**config.mk**
```make
export PLATFORM = sky130hd
export DESIGN_NAME = map_sst_master
export DESIGN_NICKNAME = d
export VERILOG_FILES = /design/src/rtl/map_sst_master_pkg.sv /design/src/rtl/map_sst_master_m2_edge_det.sv /design/src/rtl/map_sst_master.sv
export SDC_FILE = /design/constraint.sdc
export NUM_CORES = 1
export LEC_CHECK = 0
export BUFFER_PORTS_ARGS = -buffer_cell sky130_fd_sc_hd__buf_2
export CAP_MARGIN = 40
export CORE_ASPECT_RATIO = 1.5
export CORE_UTILIZATION = 39
export CTS_CLUSTER_SIZE = 40
export DETAILED_ROUTE_END_ITERATION = 6
export GPL_TIMING_DRIVEN = 0
export PLACE_DENSITY = 0.68
export SETUP_SLACK_MARGIN = 0.15
export SLEW_MARGIN = 20
export SYNTH_ARGS = -nofsm -noshare
export SYNTH_HDL_FRONTEND = slang
export SYNTH_SLANG_ARGS = --single-unit
```
**constraint.sdc**
```tcl
create_clock -name clk -period 7.43 [get_ports clk]
set_input_delay 0.3715 -clock clk [delete_from_list [all_inputs] [get_ports clk]]
set_output_delay 0.3715 -clock clk [all_outputs]
set_load 0.05 [all_outputs]
```
**src/rtl/map_sst_master_pkg.sv**
```systemverilog
// Shared types and constants for the mapper save-state initiator.
package map_sst_master_pkg;

  typedef enum logic [3:0] {
    ST_IDLE,
    ST_ACT,
    ST_SV_ADDR,
    ST_SV_MEM,
    ST_LD_HDR,
    ST_LD_RD,
    ST_LD_WR,
    ST_FIN,
    ST_FAIL
  } sst_state_e;

  localparam logic [7:0]  SST_HDR_IDX   = 8'd127;
  localparam int unsigned M2_SYNC_DEPTH = 2;

endpackage

```
**src/rtl/map_sst_master_m2_edge_det.sv**
```systemverilog
// Brings CPU M2 into the clk domain and emits a one-cycle pulse per falling edge.
module m2_edge_det
  import map_sst_master_pkg::*;
#(
  parameter int unsigned DEPTH = M2_SYNC_DEPTH
) (
  input  logic clk,
  input  logic rst,
  input  logic m2,
  output logic m2_fall
);

  logic [DEPTH-1:0] sync_q;
  logic [DEPTH-1:0] sync_d;
  logic             prev_q;
  logic             prev_d;

  always_comb begin
    sync_d = {sync_q[DEPTH-2:0], m2};
    prev_d = sync_q[DEPTH-1];
  end

  always_ff @(posedge clk or posedge rst) begin
    if (rst) begin
      sync_q <= '0;
      prev_q <= 1'b0;
    end else begin
      sync_q <= sync_d;
      prev_q <= prev_d;
    end
  end

  assign m2_fall = prev_q & ~sync_q[DEPTH-1];

endmodule

```
**src/rtl/map_sst_master.sv**
```systemverilog
// Save-state bus initiator: snapshots mapper registers to a buffer and restores them.
module map_sst_master
  import map_sst_master_pkg::*;
#(
  parameter int unsigned REG_CNT = int'(SST_HDR_IDX) + 1,
  parameter int unsigned SETTLE  = 2,
  parameter int unsigned M2_TO   = 4096
) (
  input  logic       clk,
  input  logic       rst,
  input  logic       start,
  input  logic       mode,
  input  logic [7:0] map_idx,
  input  logic       m2,
  output logic       sst_act,
  output logic [7:0] sst_addr,
  output logic       sst_we_reg,
  output logic [7:0] sst_dato,
  input  logic [7:0] sst_di,
  output logic [7:0] mem_addr,
  output logic [7:0] mem_do,
  output logic       mem_we,
  output logic       mem_re,
  input  logic [7:0] mem_di,
  input  logic       mem_ack,
  output logic       busy,
  output logic       done,
  output logic       err
);

  localparam int unsigned CNT_MAX = (M2_TO > SETTLE) ? M2_TO : SETTLE;
  localparam int unsigned CW      = $clog2(CNT_MAX + 2);
  localparam logic [7:0]  HDR_IDX = 8'(REG_CNT - 1);
  localparam int unsigned ACT_WAIT = 2;

  sst_state_e    state_q, state_d;
  logic [7:0]    idx_q, idx_d;
  logic [CW-1:0] cnt_q, cnt_d;
  logic          falls_q, falls_d;
  logic          mode_q, mode_d;
  logic          act_q, act_d;
  logic [7:0]    addr_q, addr_d;
  logic          we_reg_q, we_reg_d;
  logic [7:0]    dato_q, dato_d;
  logic [7:0]    mem_addr_q, mem_addr_d;
  logic [7:0]    mem_do_q, mem_do_d;
  logic          mem_we_q, mem_we_d;
  logic          mem_re_q, mem_re_d;
  logic          busy_q, busy_d;
  logic          done_q, done_d;
  logic          err_q, err_d;
  logic          m2_fall;

  m2_edge_det #(.DEPTH(M2_SYNC_DEPTH)) u_m2_edge (
    .clk     (clk),
    .rst     (rst),
    .m2      (m2),
    .m2_fall (m2_fall)
  );

  always_comb begin
    state_d    = state_q;
    idx_d      = idx_q;
    cnt_d      = cnt_q;
    falls_d    = falls_q;
    mode_d     = mode_q;
    act_d      = act_q;
    addr_d     = addr_q;
    we_reg_d   = we_reg_q;
    dato_d     = dato_q;
    mem_addr_d = mem_addr_q;
    mem_do_d   = mem_do_q;
    mem_we_d   = mem_we_q;
    mem_re_d   = mem_re_q;
    busy_d     = busy_q;
    done_d     = 1'b0;
    err_d      = err_q;

    case (state_q)
      ST_IDLE: begin
        if (start) begin
          busy_d  = 1'b1;
          err_d   = 1'b0;
          act_d   = 1'b1;
          mode_d  = mode;
          idx_d   = '0;
          cnt_d   = '0;
          state_d = ST_ACT;
        end
      end

      ST_ACT: begin
        if (cnt_q == CW'(ACT_WAIT - 1)) begin
          cnt_d = '0;
          if (mode_q) begin
            mem_addr_d = HDR_IDX;
            mem_re_d   = 1'b1;
            state_d    = ST_LD_HDR;
          end else begin
            addr_d  = idx_q;
            state_d = ST_SV_ADDR;
          end
        end else begin
          cnt_d = cnt_q + CW'(1);
        end
      end

      ST_SV_ADDR: begin
        if (cnt_q == CW'(SETTLE - 1)) begin
          mem_do_d   = sst_di;
          mem_addr_d = idx_q;
          mem_we_d   = 1'b1;
          state_d    = ST_SV_MEM;
        end else begin
          cnt_d = cnt_q + CW'(1);
        end
      end

      ST_SV_MEM: begin
        if (mem_we_q && mem_ack) begin
          mem_we_d = 1'b0;
          if (idx_q == HDR_IDX) begin
            state_d = ST_FIN;
          end else begin
            idx_d   = idx_q + 8'd1;
            addr_d  = idx_q + 8'd1;
            cnt_d   = '0;
            state_d = ST_SV_ADDR;
          end
        end
      end

      ST_LD_HDR: begin
        if (mem_re_q && mem_ack) begin
          mem_re_d = 1'b0;
          if (mem_di != map_idx) begin
            state_d = ST_FAIL;
          end else begin
            idx_d   = '0;
            state_d = ST_LD_RD;
          end
        end
      end

      // Request is raised one cycle after entry so the buffer always sees an idle gap.
      ST_LD_RD: begin
        if (!mem_re_q) begin
          mem_re_d   = 1'b1;
          mem_addr_d = idx_q;
        end else if (mem_ack) begin
          mem_re_d = 1'b0;
          dato_d   = mem_di;
          addr_d   = idx_q;
          cnt_d    = '0;
          falls_d  = 1'b0;
          state_d  = ST_LD_WR;
        end
      end

      // Strobe rises a cycle after addr/data settle and is held across two M2 falls.
      ST_LD_WR: begin
        if (!we_reg_q) begin
          we_reg_d = 1'b1;
          cnt_d    = '0;
          falls_d  = 1'b0;
        end else if (m2_fall) begin
          cnt_d = '0;
          if (falls_q) begin
            we_reg_d = 1'b0;
            if (idx_q == HDR_IDX - 8'd1) begin
              state_d = ST_FIN;
            end else begin
              idx_d   = idx_q + 8'd1;
              state_d = ST_LD_RD;
            end
          end else begin
            falls_d = 1'b1;
          end
        end else if (cnt_q == CW'(M2_TO - 1)) begin
          state_d = ST_FAIL;
        end else begin
          cnt_d = cnt_q + CW'(1);
        end
      end

      ST_FIN: begin
        act_d   = 1'b0;
        done_d  = 1'b1;
        busy_d  = 1'b0;
        state_d = ST_IDLE;
      end

      ST_FAIL: begin
        we_reg_d = 1'b0;
        act_d    = 1'b0;
        mem_we_d = 1'b0;
        mem_re_d = 1'b0;
        err_d    = 1'b1;
        busy_d   = 1'b0;
        state_d  = ST_IDLE;
      end

      default: state_d = ST_IDLE;
    endcase
  end

  always_ff @(posedge clk or posedge rst) begin
    if (rst) begin
      state_q    <= ST_IDLE;
      idx_q      <= '0;
      cnt_q      <= '0;
      falls_q    <= 1'b0;
      mode_q     <= 1'b0;
      act_q      <= 1'b0;
      addr_q     <= '0;
      we_reg_q   <= 1'b0;
      dato_q     <= '0;
      mem_addr_q <= '0;
      mem_do_q   <= '0;
      mem_we_q   <= 1'b0;
      mem_re_q   <= 1'b0;
      busy_q     <= 1'b0;
      done_q     <= 1'b0;
      err_q      <= 1'b0;
    end else begin
      state_q    <= state_d;
      idx_q      <= idx_d;
      cnt_q      <= cnt_d;
      falls_q    <= falls_d;
      mode_q     <= mode_d;
      act_q      <= act_d;
      addr_q     <= addr_d;
      we_reg_q   <= we_reg_d;
      dato_q     <= dato_d;
      mem_addr_q <= mem_addr_d;
      mem_do_q   <= mem_do_d;
      mem_we_q   <= mem_we_d;
      mem_re_q   <= mem_re_d;
      busy_q     <= busy_d;
      done_q     <= done_d;
      err_q      <= err_d;
    end
  end

  assign sst_act    = act_q;
  assign sst_addr   = addr_q;
  assign sst_we_reg = we_reg_q;
  assign sst_dato   = dato_q;
  assign mem_addr   = mem_addr_q;
  assign mem_do     = mem_do_q;
  assign mem_we     = mem_we_q;
  assign mem_re     = mem_re_q;
  assign busy       = busy_q;
  assign done       = done_q;
  assign err        = err_q;

endmodule

```
==> results of run 1 <==
-- final timing paths --
path / to / slack, ns / cells after the start
worst max-delay path: idx_q[1] / 4.65 / 8
worst min-delay path: mem_addr[3] / 0.03 / 2
worst max register to register: idx_q[1] / 4.65 / 8
worst min register to register: u_m2_edge.sync_q[1] / 0.35 / 0
max in group asynchronous: mem_re / 6.86 / 3
min in group clk: u_m2_edge.sync_q[0] / 0.15 / 1
-- through the flow --
| stage | worst slack [ns] | area, µm² |
|---|---|---|
| after floorplan | 4.98 | 3760 |
| after global placement | 4.53 | 4240 |
| after detailed placement | 4.67 | 4270 |
| after CTS | 4.65 | 4540 |
| after global routing | 4.42 | 4540 |
| final | 4.65 | 4540 |
-- synth_stat cells (3+ instances only) --
master	instances
dfrtp_1	68
nor2_1	36
nand2_1	24
mux2_2	21
a21oi_1	19
o21ai_0	14
nand3_1	13
a22o_1	10
inv_1	10
xor2_1	10
a211o_1	9
clkbuf_1	8
mux2_4	8
nor3_1	7
nor3b_1	7
xnor2_1	7
nand4_1	6
a211oi_1	5
and3_1	5
buf_2	5
o22a_1	5
ha_1	4
nor2b_1	4
nor4_1	4
or3_1	4
a21o_1	3
a31oi_1	3
buf_4	3
nand2b_1	3
or2_2	3
-- per-layer routing --
| metal | up-vias | part of all wire | track usage |
|---|---|---|---|
| li1 | 1509 | - | - |
| met1 | 1562 | 0.39 | 0.217 |
| met2 | 70 | 0.55 | 0.376 |
| met3 | 24 | 0.033 | 0.0535 |
| met4 | 0 | 0.028 | 0.101 |
| met5 | - | 0 | 0 |
-- area by class of cell --
class	count	area, µm²	share of cell area
Buffer	19	104	0.0229
Clock buffer	12	246	0.0542
Clock inverter	4	25.0	0.00551
Inverter	10	40.0	0.00881
Multi-Input combinational cell	270	1920	0.422
Sequential cell	68	1700	0.374
Tap cell	112	140	0.0308
Timing Repair Buffer	70	368	0.0809
-- logic make-up (layout without fill, tap and decap cells) --
kind of cell | after synthesis | after routing
mux | 30 | 30
buf+inv | 29 | 115
xor+xnor | 17 | 17
simple gates | 130 | 130
flops | 68 | 68
compound gates | 89 | 89
fa+ha+maj | 4 | 4
-- worst register-to-register path: stages (launching register included) --
cell	delay, ns
dfrtp_1	0.35
clkbuf_1	0.20
nor4bb_1	0.31
clkbuf_1	0.37
a22oi_1	0.12
o211ai_1	0.57
or3_1	0.20
buf_2	0.20
mux2_2	0.36
-- power groups by stage --
stage	registers, mW	clock network (mW)	logic [mW]
after global routing	0.513	0.414	0.809
after global placement	0.504	0	0.735
after floorplan	0.691	0	0.397
after CTS	0.503	0.400	0.752
after detailed placement	0.509	0	0.751
final	0.502	0.390	0.750
==> results.ini, run 1 <==
[status]
status=finished clean

[timing]
min_period_ns=2.78
maxSlewViolCount=0
setup_viol=0
grt_setup_unrepaired=false
maxSlewHeadroom=0.482
skew_ns=0.00700
fin_hold_ws_ns=0.0264
setup_tns_ns=0
worst_pin_slew_ns=0.770
period_share=0.374
hold_viol=0
max_freq_mhz=360

[synthesis]
synth_fa_ha_area_frac=0.0133
ys_seq_area_frac=0.452
netlist_instances=367
synth_top_family_by_area=simple AND/OR/NAND/NOR gates
syn_area_um2=3760
yosys-top-cells-area=dfrtp_1 45%, mux2_2 6.3%, nor2_1 3.6%, mux2_4 3.2%, a21oi_1 2.5%
ys_seq_elements=68
ys.warnings.count=0
synth.mux.area_fraction=0.0974
synth_cell_types=60
yosys_most_used_dff=dfrtp_1
yosys.area.top_type=dfrtp_1
syn_avg_cell_area_um2=10.3
synth_xor_area_frac=0.0396
synthesis.nets=401
synth_edf_count=0
async_flop_share=1.00
yosysTopAreaCellShare=0.452
synth-simple-area-share=0.185
synth_compound_area_frac=0.175

[final_layout]
area.growth.synth_to_final_pct=20.8
fin_nets=482
layout_commonest_cell=buf_2
drive_gt1_frac=0.294
final_cell_mix=73 x buf_2, 68 x dfrtp_1, 36 x nor2_1
antenna_cells=0
largest_reg_flops=13
layoutNonFillerInstCount=565
fill_cells=879
largest_register=cnt_q
fin_util=0.488

[power_and_ir_drop]
cell_internal_pwr_uw=948
p_sw_frac=0.423
power_leakage_nw=2.12
total_power_mw=1.64
irDropWorstVdd_v=0.000208
switchingPower_uw=694
power.share.combinational=0.457
seq_power_share=0.306
powerDensity_nw_per_um2=361
clockPowerShare=0.238

[grt]
grt_pass1_vias=3278
track_usage=0.208
antenna_found_initial=0
grt_start_max_net_pins=40
gr-total-overflow=0
grt_pass1_wl_um=15500

[cts]
cts_made_buffers=9
holdBufCountCts=0
cts.path.max_buffers=2
cts_sinks=68
clkTransAtPathRegs_ns=0.06
clk_latency_ns=0.33
tritoncts=done
cts_resized=0
post-cts-setup-buffer-count=0
h-tree-depth=3
cts_root_buffer=clkbuf_16

[critical_path]
cpLargestDelayFamily=buffers and inverters
critPathLaunchType=flop
r2r-start=state_q[3]
cp_data_required_time_ns=7.65
critPathKind=flop to flop
timing.critical_path.cells=clkbuf_1 -> nor4bb_1 -> clkbuf_1 -> a22oi_1 -> o211ai_1 -> or3_1 -> buf_2 -> mux2_2
crit_path_max_incr_delay_ns=0.57
critPathMaxFanout=9
cp_data_arrival_time_ns=3.00
worst_path_max_delay_cell=o211ai_1
crit_path_end_kind=flop
cp-startpoint=state_q[3]
worst-path-buf-inv=3
crit_top_cell=clkbuf_1

[worst_hold_path]
worst_hold_path_type=primary input to async pin

[floorplanning]
start_util=0.404
die_h_um=122
ioPinCount=69
rows=43
core_um2=9310
die_x_um=82.2
die_area_um2=10100

[route]
viasPerCell=5.60
drc_errors=0
vias=3165
dr.first_iter.drc_count=105
postRouteAntennaNets=0
drtPass1Iterations=4
drt-total-wl_um=9470
drt-wirelength-per-cell_um=16.8

[job]
maxCapViolations=0

[place]
portBuffers=68
gp_congestion=0.889
dp_cells=548
dp_hpwl_um=7070

(Power assumes the default switching activity.)
==> run 2: changes to the inputs <==
Clock period 7.43 ns to 2.8 ns, I/O delays scaled along.
==> results.ini, run 2 (synthesis gave the netlist of run 1 again) <==
[worst_hold_path]
worst_hold_path_type=primary input to flop
holdPathStages=2
holdPathEnd=mem_do[0]
hp-start=sst_di[0]

[critical_path]
cpLargestDelayFamily=simple AND/OR/NAND/NOR gates
timing.critical_path.cells=or4_1 -> o31ai_4 -> o2111ai_2 -> nor2_4 -> mux2_4
reg2reg_depth=5  ; -3
worst-path-buf-inv=0  ; -3
critPathMaxFanout=8  ; -1
crit_path_end_kind=flop
regToRegSetupSlack_ns=0.25  ; -4.40 ns
r2r-start=cnt_q[8]
cp_data_arrival_time_ns=2.76  ; -0.24 ns
critPathLaunchType=flop
worst_path_max_delay_cell=or4_1
crit_path_max_incr_delay_ns=0.68  ; +0.11 ns
critPathKind=flop to flop
r2r_end=sst_addr[6]
cp_data_required_time_ns=3.01  ; -4.64 ns

[timing]
hold_viol=0  ; unchanged
grt_setup_unrepaired=false
skew_ns=0.00711  ; +0.000116 ns
worst_pin_slew_ns=0.761  ; -0.00874 ns
max_freq_mhz=392  ; +9.1%
setup_viol=0  ; unchanged
setup_tns_ns=0  ; unchanged
period_share=0.911  ; +0.536
maxSlewViolCount=0  ; unchanged
maxSlewHeadroom=0.488  ; +0.00588
min_period_ns=2.55  ; -0.231 ns

[floorplanning]
start_util=0.404  ; unchanged
die_h_um=122  ; unchanged
die_x_um=82.2  ; unchanged
core_um2=9310  ; unchanged
ioPinCount=69  ; unchanged
rows=43  ; unchanged
die_area_um2=10100  ; unchanged

[final_layout]
drive_gt1_frac=0.308  ; +0.0144
largest_register=cnt_q
largest_reg_flops=13  ; unchanged
multi_input_area_um2=1940  ; +0.98%
final_cell_mix=73 x buf_2, 68 x dfrtp_1, 36 x nor2_1
area.growth.synth_to_final_pct=23.0
fill_cells=872  ; -0.80%
layout_commonest_cell=buf_2
fin_nets=490  ; +1.7%
register_area_um2=1700  ; unchanged
antenna_cells=0  ; unchanged

[route]
postRouteAntennaNets=0  ; unchanged
drt-wirelength-per-cell_um=16.7  ; -0.25%
drtPass1Iterations=4  ; unchanged
dr.first_iter.drc_count=128  ; +22%
drc_errors=0  ; unchanged
viasPerCell=5.61  ; +0.19%
vias=3216  ; +1.6%
drt-total-wl_um=9580  ; +1.2%

[grt]
grt_start_max_net_pins=40  ; unchanged
track_usage=0.208  ; about the same
grt_pass1_wl_um=15600  ; +0.44%
grt_pass1_vias=3298  ; +0.61%
antenna_found_initial=0  ; unchanged
gr-total-overflow=0  ; unchanged

[cts]
cts_root_buffer=clkbuf_16
cts.path.max_buffers=2  ; unchanged
cts_sinks=68  ; unchanged
h-tree-depth=3  ; unchanged
clkTransAtPathRegs_ns=0.05  ; about the same
clk_latency_ns=0.33  ; about the same
cts_made_buffers=9  ; unchanged
tritoncts=done

[power_and_ir_drop]
irDropWorstVdd_v=0.000552  ; +170%
power_leakage_nw=2.17  ; +2.2%
total_power_mw=4.43  ; +170%
powerDensity_nw_per_um2=957  ; +160%

[place]
dp_hpwl_um=7070  ; unchanged
portBuffers=68  ; unchanged
gp_congestion=0.889  ; unchanged

[status]
status=finished clean

[job]
maxCapViolations=0  ; unchanged

==> run 2: repair_timing <==
action,4_1_cts,5_1_grt
endpoints found under the hold margin,30,0
buffers inserted,2,4
pin swaps,2,2
resized for setup,1,4
cloned,0,0
endpoints found under the setup margin,20,28
hold buffers,2,0
==> run 2: cell type report <==
| type | instances | area share |
|---|---|---|
| timing repair buffer | 78 | 0.0935 |
| clock buffer | 12 | 0.0532 |
| sequential | 68 | 0.368 |
| clock inverter | 4 | 0.00541 |
| inverter | 10 | 0.00865 |
| tap | 112 | 0.0303 |
| buffer | 19 | 0.0227 |
| multi-input combinational | 270 | 0.419 |
==> run 2: power breakdown <==
part	internal, mW	switching [mW]	leakage (nW)
registers	1.19	0.141	0.872
clock network	0.620	0.418	0.129
logic	0.760	1.30	1.17
total	2.57	1.86	2.17
==> run 2: worst max path at each step <==
stage / start / end / cells past startpoint
after floorplan: cnt_q[1] / sst_addr[0] / 7
after global placement: cnt_q[1] / sst_addr[0] / 7
after detailed placement: state_q[3] / idx_q[1] / 8
after CTS: cnt_q[1] / mem_addr[7] / 6
after global routing: state_q[3] / idx_q[1] / 8
final: cnt_q[8] / sst_addr[6] / 5
==> run 2: routing by layer <==
layer / part of all wire / wire, µm / global-route usage
met1: 0.38 / 3640 / 0.217
met3: 0.042 / 401 / 0.0431
met5: 0 / 0 / 0
met2: 0.55 / 5260 / 0.376
met4: 0.029 / 274 / 0.116
==> run 2: through the flow <==
step                      worst slack (ns)  cells  hold WS (ns)  utilization  instance area (µm²)
after floorplan                      0.351    367         0.171            -                 3760
after global placement              0.0952    547         0.251        0.456                 4240
after detailed placement            0.0417    548         0.165        0.458                 4270
after CTS                            0.163    568        0.0270        0.492                 4580
after global routing                 0.156    573        0.0281        0.497                 4630
final                                0.250    573        0.0375        0.497                 4630
